--- src/rtl/osd_dii_packet_arbiter.sv ---
// Packet-level round-robin arbiter: N dii_flit streams onto one DII link.
// A grant is held from the first accepted flit through the flit with last,
// so packets never interleave. One registered output stage (obuf) gives
// 1-cycle latency and full throughput under back-pressure.

package osd_dii_pkg;
   typedef struct packed {
      logic        valid;
      logic        last;
      logic [15:0] data;
   } dii_flit;
endpackage

module osd_dii_packet_arbiter
   import osd_dii_pkg::*;
#(
   parameter int N  = 2,
   parameter int IW = $clog2(N)
) (
   input  logic             clk,
   input  logic             rst,
   input  dii_flit [N-1:0]  in_flit,
   output logic    [N-1:0]  in_ready,
   output dii_flit          debug_out,
   input  logic             debug_out_ready,
   output logic             busy,
   output logic    [IW-1:0] grant_idx
);

   typedef enum logic {IDLE, LOCKED} state_t;

   state_t        state;
   logic [IW-1:0] ptr;
   dii_flit       obuf;

   logic [N-1:0]  valids;
   logic          any_valid;
   logic [IW-1:0] winner;
   logic [IW-1:0] sel_idx;
   logic [IW-1:0] nxt_ptr;
   logic          can_accept;
   logic          xfer;
   dii_flit       sel_flit;

   genvar gi;
   generate
      for (gi = 0; gi < N; gi++) begin : g_vld
         assign valids[gi] = in_flit[gi].valid;
      end
   endgenerate

   assign debug_out  = obuf;
   assign busy       = (state == LOCKED);
   assign can_accept = !obuf.valid || debug_out_ready;

   // Round-robin pick: scan ptr, ptr+1, ... wrapping; scanning backwards
   // lets the last assignment be the first valid in priority order.
   always_comb begin
      logic [IW-1:0] idx;
      any_valid = 1'b0;
      winner    = '0;
      idx       = '0;
      for (int k = N - 1; k >= 0; k--) begin
         idx = IW'((int'(ptr) + k) % N);
         if (valids[idx]) begin
            any_valid = 1'b1;
            winner    = idx;
         end
      end
   end

   // Accept strobes: at most one input, never while reset or stalled.
   always_comb begin
      in_ready = '0;
      if (!rst && can_accept) begin
         if (state == LOCKED)
            in_ready[grant_idx] = 1'b1;
         else if (any_valid)
            in_ready[winner] = 1'b1;
      end
   end

   assign sel_idx  = (state == LOCKED) ? grant_idx : winner;
   assign sel_flit = in_flit[sel_idx];
   assign xfer     = in_ready[sel_idx] && sel_flit.valid;
   assign nxt_ptr  = (sel_idx == IW'(N - 1)) ? '0 : sel_idx + IW'(1);

   // Output register plus IDLE/LOCKED packet-grant state machine.
   always_ff @(posedge clk or posedge rst) begin
      if (rst) begin
         obuf      <= '0;
         state     <= IDLE;
         ptr       <= '0;
         grant_idx <= '0;
      end else begin
         if (xfer)
            obuf <= sel_flit;
         else if (obuf.valid && debug_out_ready)
            obuf.valid <= 1'b0;

         case (state)
            IDLE: begin
               if (xfer) begin
                  grant_idx <= winner;
                  if (sel_flit.last)
                     ptr <= nxt_ptr;
                  else
                     state <= LOCKED;
               end
            end
            LOCKED: begin
               if (xfer && sel_flit.last) begin
                  state <= IDLE;
                  ptr   <= nxt_ptr;
               end
            end
            default: state <= IDLE;
         endcase
      end
   end

endmodule

--- config.mk ---
export PLATFORM = sky130hd
export DESIGN_NAME = osd_dii_packet_arbiter
export DESIGN_NICKNAME = d
export VERILOG_FILES = /design/src/rtl/osd_dii_packet_arbiter.sv
export SDC_FILE = /design/constraint.sdc
export NUM_CORES = 1
export LEC_CHECK = 0
export CORE_ASPECT_RATIO = 0.7
export CORE_UTILIZATION = 37
export CTS_CLUSTER_DIAMETER = 120
export DETAILED_ROUTE_END_ITERATION = 10
export MAX_ROUTING_LAYER = met4
export PLACE_DENSITY = 0.84
export SLEW_MARGIN = 30
export SYNTH_ARGS = -nofsm -noshare
export SYNTH_HDL_FRONTEND = slang
export SYNTH_SLANG_ARGS = --single-unit
--- constraint.sdc ---
create_clock -name clk -period 1.7 [get_ports clk]
set_input_delay 0.425 -clock clk [delete_from_list [all_inputs] [get_ports clk]]
set_output_delay 0.425 -clock clk [all_outputs]
set_load 0.005 [all_outputs]
==> Word-level counts from Yosys, hierarchy flattened <==
Cells that the tools add are included.
{ "word_totals": {"regBits": 21, "in_bits": 39, "out_inout_bits": 22, "word_cells": 62} }
{ "op_classes": {"addsub": 2, "order_cmp": 7, "n_eq_ne": 3, "mux": 31, "bitwise_logic": 1, "n_reduce_logical": 12} }
{ "ops": {"columns": ["op", "n"], "rows": [
  ["18-bit two-way mux", 2],
  ["1-bit two-way mux", 22],
  ["1-bit by 2-bit < comparator with 1-bit output (second input constant)", 5],
  ["1-bit logical AND", 6],
  ["2-bit two-way mux", 3],
  ["2-bit inequality test (second input constant)", 2],
  ["1-bit case mux with 2 select lines", 2],
  ["3-bit AND reduction", 1],
  ["1-bit adder (second input constant)", 2],
  ["1-bit demux with 1-bit select", 2],
  ["1-bit >= comparator (second input constant)", 2],
  ["1-bit logical NOT", 2],
  ["2-bit by 1-bit inequality test with 1-bit output (second input constant)", 1],
  ["2-bit AND reduction", 1],
  ["2-bit nonzero test", 1],
  ["1-bit logical OR", 1],
  ["1-bit inverter", 1]
]} }

==> Logic depth before layout (Yosys ltp) <==
{ "depth": {"depth_word": 18, "ltp_mapped": 6, "mapped_depth_nobuf": 4} }

==> Least setup slack after synthesis <==
OpenSTA, ideal clock, no wires.
{ "synth_timing": {"path_type": "input-to-reg", "from": "input port rst", "to": "register ptr", "setup_ns": 0.124, "arrival_time_ns": 1.599, "t_required_ns": 1.576, "slack_ns": -0.023, "cell_stages": 4, "n_path_buf": 1, "path_cell_list": "inv_1 -> o2111ai_2 -> buf_6 -> a211o_1"} }
{ "synth_via": {"elab_chain_len": 9, "elab_cells_between_ends": 10, "cone_classes": "eq/ne: 2; mux: 3; reduce/logical: 5"} }
{ "synth_rtl": {"columns": ["element", "line", "rtl"], "rows": [
  ["start, declared", "21", "input logic rst,"],
  ["1-bit logical NOT (no line) (*)", null, null],
  ["1-bit logical AND (*)", "75", "if (!rst && can_accept) begin"],
  ["2-bit two-way mux (*)", "75", null],
  ["1-bit two-way mux (implied by the code) (*) (2 in series)", "85", "assign xfer = in_ready[sel_idx] && sel_flit.valid;"],
  ["1-bit logical AND (*)", "85", null],
  ["1-bit logical AND", "112", "if (xfer && sel_flit.last) begin"],
  ["2-bit by 1-bit inequality test with 1-bit output (no line)", null, null],
  ["3-bit AND reduction (no line) (*)", null, null],
  ["end signal, assigned", "106", "ptr <= nxt_ptr;"],
  ["end signal, assigned", "114", "ptr <= nxt_ptr;"],
  ["end, declared", "33", "logic [IW-1:0] ptr;"]
]} }
Mark *: on every way between the ends. The rest lies on a longest branch, timed or not. The select of a mux whose other input is x is not followed.
A chain may end at the register's enable or synchronous reset.

==> reports/qor_table.md <==
| Group | Parameter | Value |
|:---|:---|:---|
| placed design | Worst slack, placed | -0.6297 ns |
| setup path | Kind of end point of the critical path | primary output |
| placed design | Post-placement cell area | 1753 sq um |
| global routing | First-pass GRT wire length | 4229 microns |
| clocking | Worst skew pair latency | 0.26 ns |
| global routing | Vias in the first global route | 975 |
| route | DRC violations left | 0 |
| floorplanning | Die H | 46.91 microns |
| power | Portion of total power attributed to sequential cells | 33.4% |
| setup path | Critical setup path kind | reg -> out |
| global routing | Total global-route track usage | 19.72% |
| clocking | Cell at the root of the clock tree | clkbuf_8 |
| power | Power density of the placed cells | 1450 nW/um^2 |
| setup path | Internal reg-to-reg setup slack | 0.04 ns |
| floorplanning | Die Footprint | 3103 sq um |
| floorplanning | Initial standard-cell utilization of the core | 41.16% |
| yosys | Total standard cell area after synthesis | 1066 sq um |
| layout | Layout-stage area growth over the synthesis result | 73.83% |
| placed design | Detail Placement HPWL | 2130 microns |
| timing | Final worst path period share | 100.2% |
| power | Proportion of power drawn by combinational gates | 54.4% |
| yosys | Cell with the most instances after synthesis | nand2_1 |
| setup path | Crit Reg-Reg Endpoint | debug_out[16]$_DFFE_PP0P_ |
| timing | Worst setup margin | -0.003828 ns |
| timing | Setup repair after global routing missed its margin | yes |
| layout | Final nets | 215 |
| yosys | Top area cells in the synthesized netlist | dfrtp_1 (49%), mux2i_1 (15%), nand2_1 (7.7%) |
| route | Antenna violation net count after detailed routing | 0 |
| timing | Max Transition Viols Final | 0 |
| setup path | Number of cells traversed by the worst register-to-register path | 5 |
| placed design | Quantity of I/O buffers inserted on ports | 60 |
| setup path | Required arrival time at the worst endpoint | 1.27 ns |
| route | Detail-routed via count per cell | 4.818 |
| floorplanning | Ports placed on the boundary | 61 |
| setup path | Slowest stage cell, crit path | dfrtp_2 |
| status | Violations in the final reports | negative setup slack |
| setup path | Crit path arrival time | 1.28 ns |
| layout | Proportion of layout cells with a drive suffix above 1 | 21.14% |
| yosys | Commonest cells in the synthesized netlist | nand2_1 (22), dfrtp_1 (21), mux2i_1 (16) |
| timing | Setup violation total in the final timing report | 1 |
| layout | Antenna cells | 0 |
| yosys | Synth async-reset ratio | 100.0% |
| floorplanning | Width of the die | 66.16 microns |
| timing | Transition time at the pin with the least slew margin | 0.3602 ns |
| timing | Worst hold slack across all endpoints | 0.4077 ns |
| global routing | Number of antenna violations at the first check in global routing | 0 |
| setup path | Count of buffer and inverter cells on the critical path | 1 |
| timing | Post-Route Skew | 0.006783 ns |
| yosys | Post-synthesis sequential element count | 21 |
| clocking | H-tree lvl count | 1 |
| timing | Final hold vios | 0 |
| setup path | Peak per-stage delay on the critical path | 0.46 ns |
| timing | Fmax achieved | 0.5869 GHz |
| yosys | Cell taking the most area after synthesis | dfrtp_1 |
| clocking | CTS sink count | 21 |
| yosys | Syn_area_per_cell | 10.45 sq um |
| setup path | Crit-path cells | nand2b_4 > o21ai_4 > nor2b_1 > buf_2 |
| power | Internal power of the cells | 1.810 mW |
| clocking | Max Buffers Root-to-Sink | 2 |
| yosys | Seq/Total Area, Yosys | 49.30% |
| clocking | TritonCTS buffer count | 3 |
| clocking | TritonCTS clock tree | yes |
| yosys | Fraction of post-synthesis cell area in the top cell type by area | 49.30% |
| yosys | Cells after Synth | 102 |
| power | Switching power summed over all nets | 0.8762 mW |
| route | First-iteration detailed-routing DRC count | 19 |
| status | Result of the run | finished, violations left |
| setup path | Startpoint Class | register |
| setup path | CP top delay family | flip-flops |
| route | Total wire length | 2725 microns |
| route | Via count | 1007 |
| yosys | Net count of the mapped netlist | 141 |
| route | DR pass1 iterations | 4 |
| timing | Worst slew margin relative to its limit | 75.98% |
| yosys | Library cells used by synthesis | 22 |
| flow run | Max-Cap Viols | 0 |
| global routing | Grt total ovfl | 0 |
| power | Switching Share | 32.61% |
| global routing | Pin count of the biggest net entering global routing | 23 |
| timing | Minimum clock period after layout | 1.704 ns |
| floorplanning | Number of rows in the core area | 15 |
| placed design | RD Place Congestion | 0.7883 |
| yosys | Primary flip-flop cell chosen by synthesis mapping | dfrtp_1 |
| layout | Post-layout instance area | 1853 sq um |
| clocking | Count of hold buffers inserted by post-cts repair | 0 |
| route | Routed wire length per instance | 13.04 microns |
| clocking | Clock Pin Slew Worst Setup and Hold Paths | 0.08 ns |
| layout | Final-layout fill cell count | 189 |
| power | Clock group share of total power | 12.2% |
| yosys | Warnings from Yosys | 0 |
| hold path | Hold crit path type | in -> async |
| setup path | Critical path peak fanout | 4 |
| floorplanning | Core Box Area | 2590 sq um |
| power | Leak pwr | 0.8283 nW |
| power | Worst IR Drop VDD | 0.8205 mV |
| yosys | Number of enable-type register cells in the synthesized netlist | 0 |
registers in the layout (all words and copies together) (netlist names), named ones only:
signal	flops
grant_idx	1
debug_out	18
ptr	1
kinds of logic (layout without fill, tap and decap cells):
| group | after synthesis | count (layout) | synth area share [%] |
|---|---|---|---|
| and+or+nand+nor | 30 | 30 | 12.91 |
| AOI/OAI and AO/OA | 24 | 24 | 13.50 |
| DFF | 21 | 21 | 49.30 |
| muxes | 19 | 19 | 18.19 |
| buffers and inverters | 8 | 81 | 6.103 |
worst register-to-register path: stages (launching register included):
cell and delay, ns:
dfrtp_2 0.46, nand2b_4 0.17, o21ai_4 0.13, buf_6 0.19
mux2_2 0.36, mux2_2 0.26
through the flow:
step	util, %	setup TNS, ns	total power [mW]	std cells
after floorplan	-	0	1.546	102
after global placement	67.68	-7.988	2.250	203
after detailed placement	67.68	-8.933	2.297	203
after CTS	70.43	-0.009184	2.676	208
after global routing	71.55	-0.2565	2.884	209
final	71.55	-0.003828	2.687	209
power groups by stage:
stage / clock network [mW] / logic, mW / registers, mW
after floorplan: 0 / 0.639 / 0.906
after global placement: 0 / 1.37 / 0.876
after detailed placement: 0 / 1.41 / 0.886
after CTS: 0.342 / 1.44 / 0.894
after global routing: 0.370 / 1.59 / 0.927
final: 0.329 / 1.46 / 0.898
worst max-delay path by stage:
stage           startpoint          end  slack, ns  cells past startpoint
2_1_floorplan     register  in_ready[1]       0.03                      5
3_3_place_gp   in_flit[35]  in_ready[0]      -0.55                      6
3_5_place_dp   in_flit[35]  in_ready[0]      -0.63                      6
4_1_cts           register  in_ready[1]     -0.009                      4
5_1_grt           register  in_ready[1]      -0.04                      4
6_report          register  in_ready[1]     -0.004                      4
per-layer routing:
| layer | vias to the layer above | GRT usage, % | wire [microns] |
|---|---|---|---|
| met2 | 33 | 35.31 | 1376 |
| li1 | 499 | - | - |
| met4 | 0 | 6.383 | 17 |
| met3 | 2 | 6.311 | 170 |
| met1 | 473 | 21.28 | 1162 |
| met5 | - | - | 0 |
final cells by class:
cell class	count	area (sq um)	share of cell area, %
Sequential cell	21	526.8	28.43
Timing Repair Buffer	75	704.4	38.01
Multi-Input combinational cell	73	519.2	28.02
Tap cell	34	42.54	2.296
Inverter	2	11.26	0.6077
Clock buffer	3	41.29	2.228
Clock inverter	1	7.507	0.4051
cell usage in the layout (no fill, tap or decap):
cell type / Yosys / routed
dfrtp_2: 0 / 1
dlygate4sd2_1: 0 / 4
buf_2: 0 / 3
nand2_1: 22 / 19
o21ai_4: 0 / 1
nor3_2: 1 / 1
a21oi_1: 1 / 1
mux2i_1: 16 / 16
clkdlybuf4s50_1: 0 / 53
buf_6: 4 / 3
nor2_2: 0 / 1
dfrtp_1: 21 / 20
nor2b_4: 0 / 1
mux2_4: 0 / 1
a21boi_0: 2 / 2
or3b_1: 1 / 1
nor2b_1: 2 / 1
nor3b_1: 1 / 1
o21ai_1: 8 / 8
a211o_1: 1 / 1
o21ai_0: 9 / 9
mux2_2: 3 / 2
a31oi_1: 1 / 1
o2111ai_2: 1 / 1
clkbuf_8: 0 / 3
buf_4: 1 / 12
clkinvlp_4: 0 / 2
inv_1: 2 / 1
nand2_2: 0 / 3
nand2b_4: 0 / 2
what timing repair did:
| action | CTS | global route |
|---|---|---|
| setup buffers | 1 | 1 |
| resized for setup | 25 | 5 |
| pin swaps | 3 | 3 |
| cloned | 0 | 0 |
| setup endpoints to repair | 23 | 14 |
(Power assumes the default switching activity.)
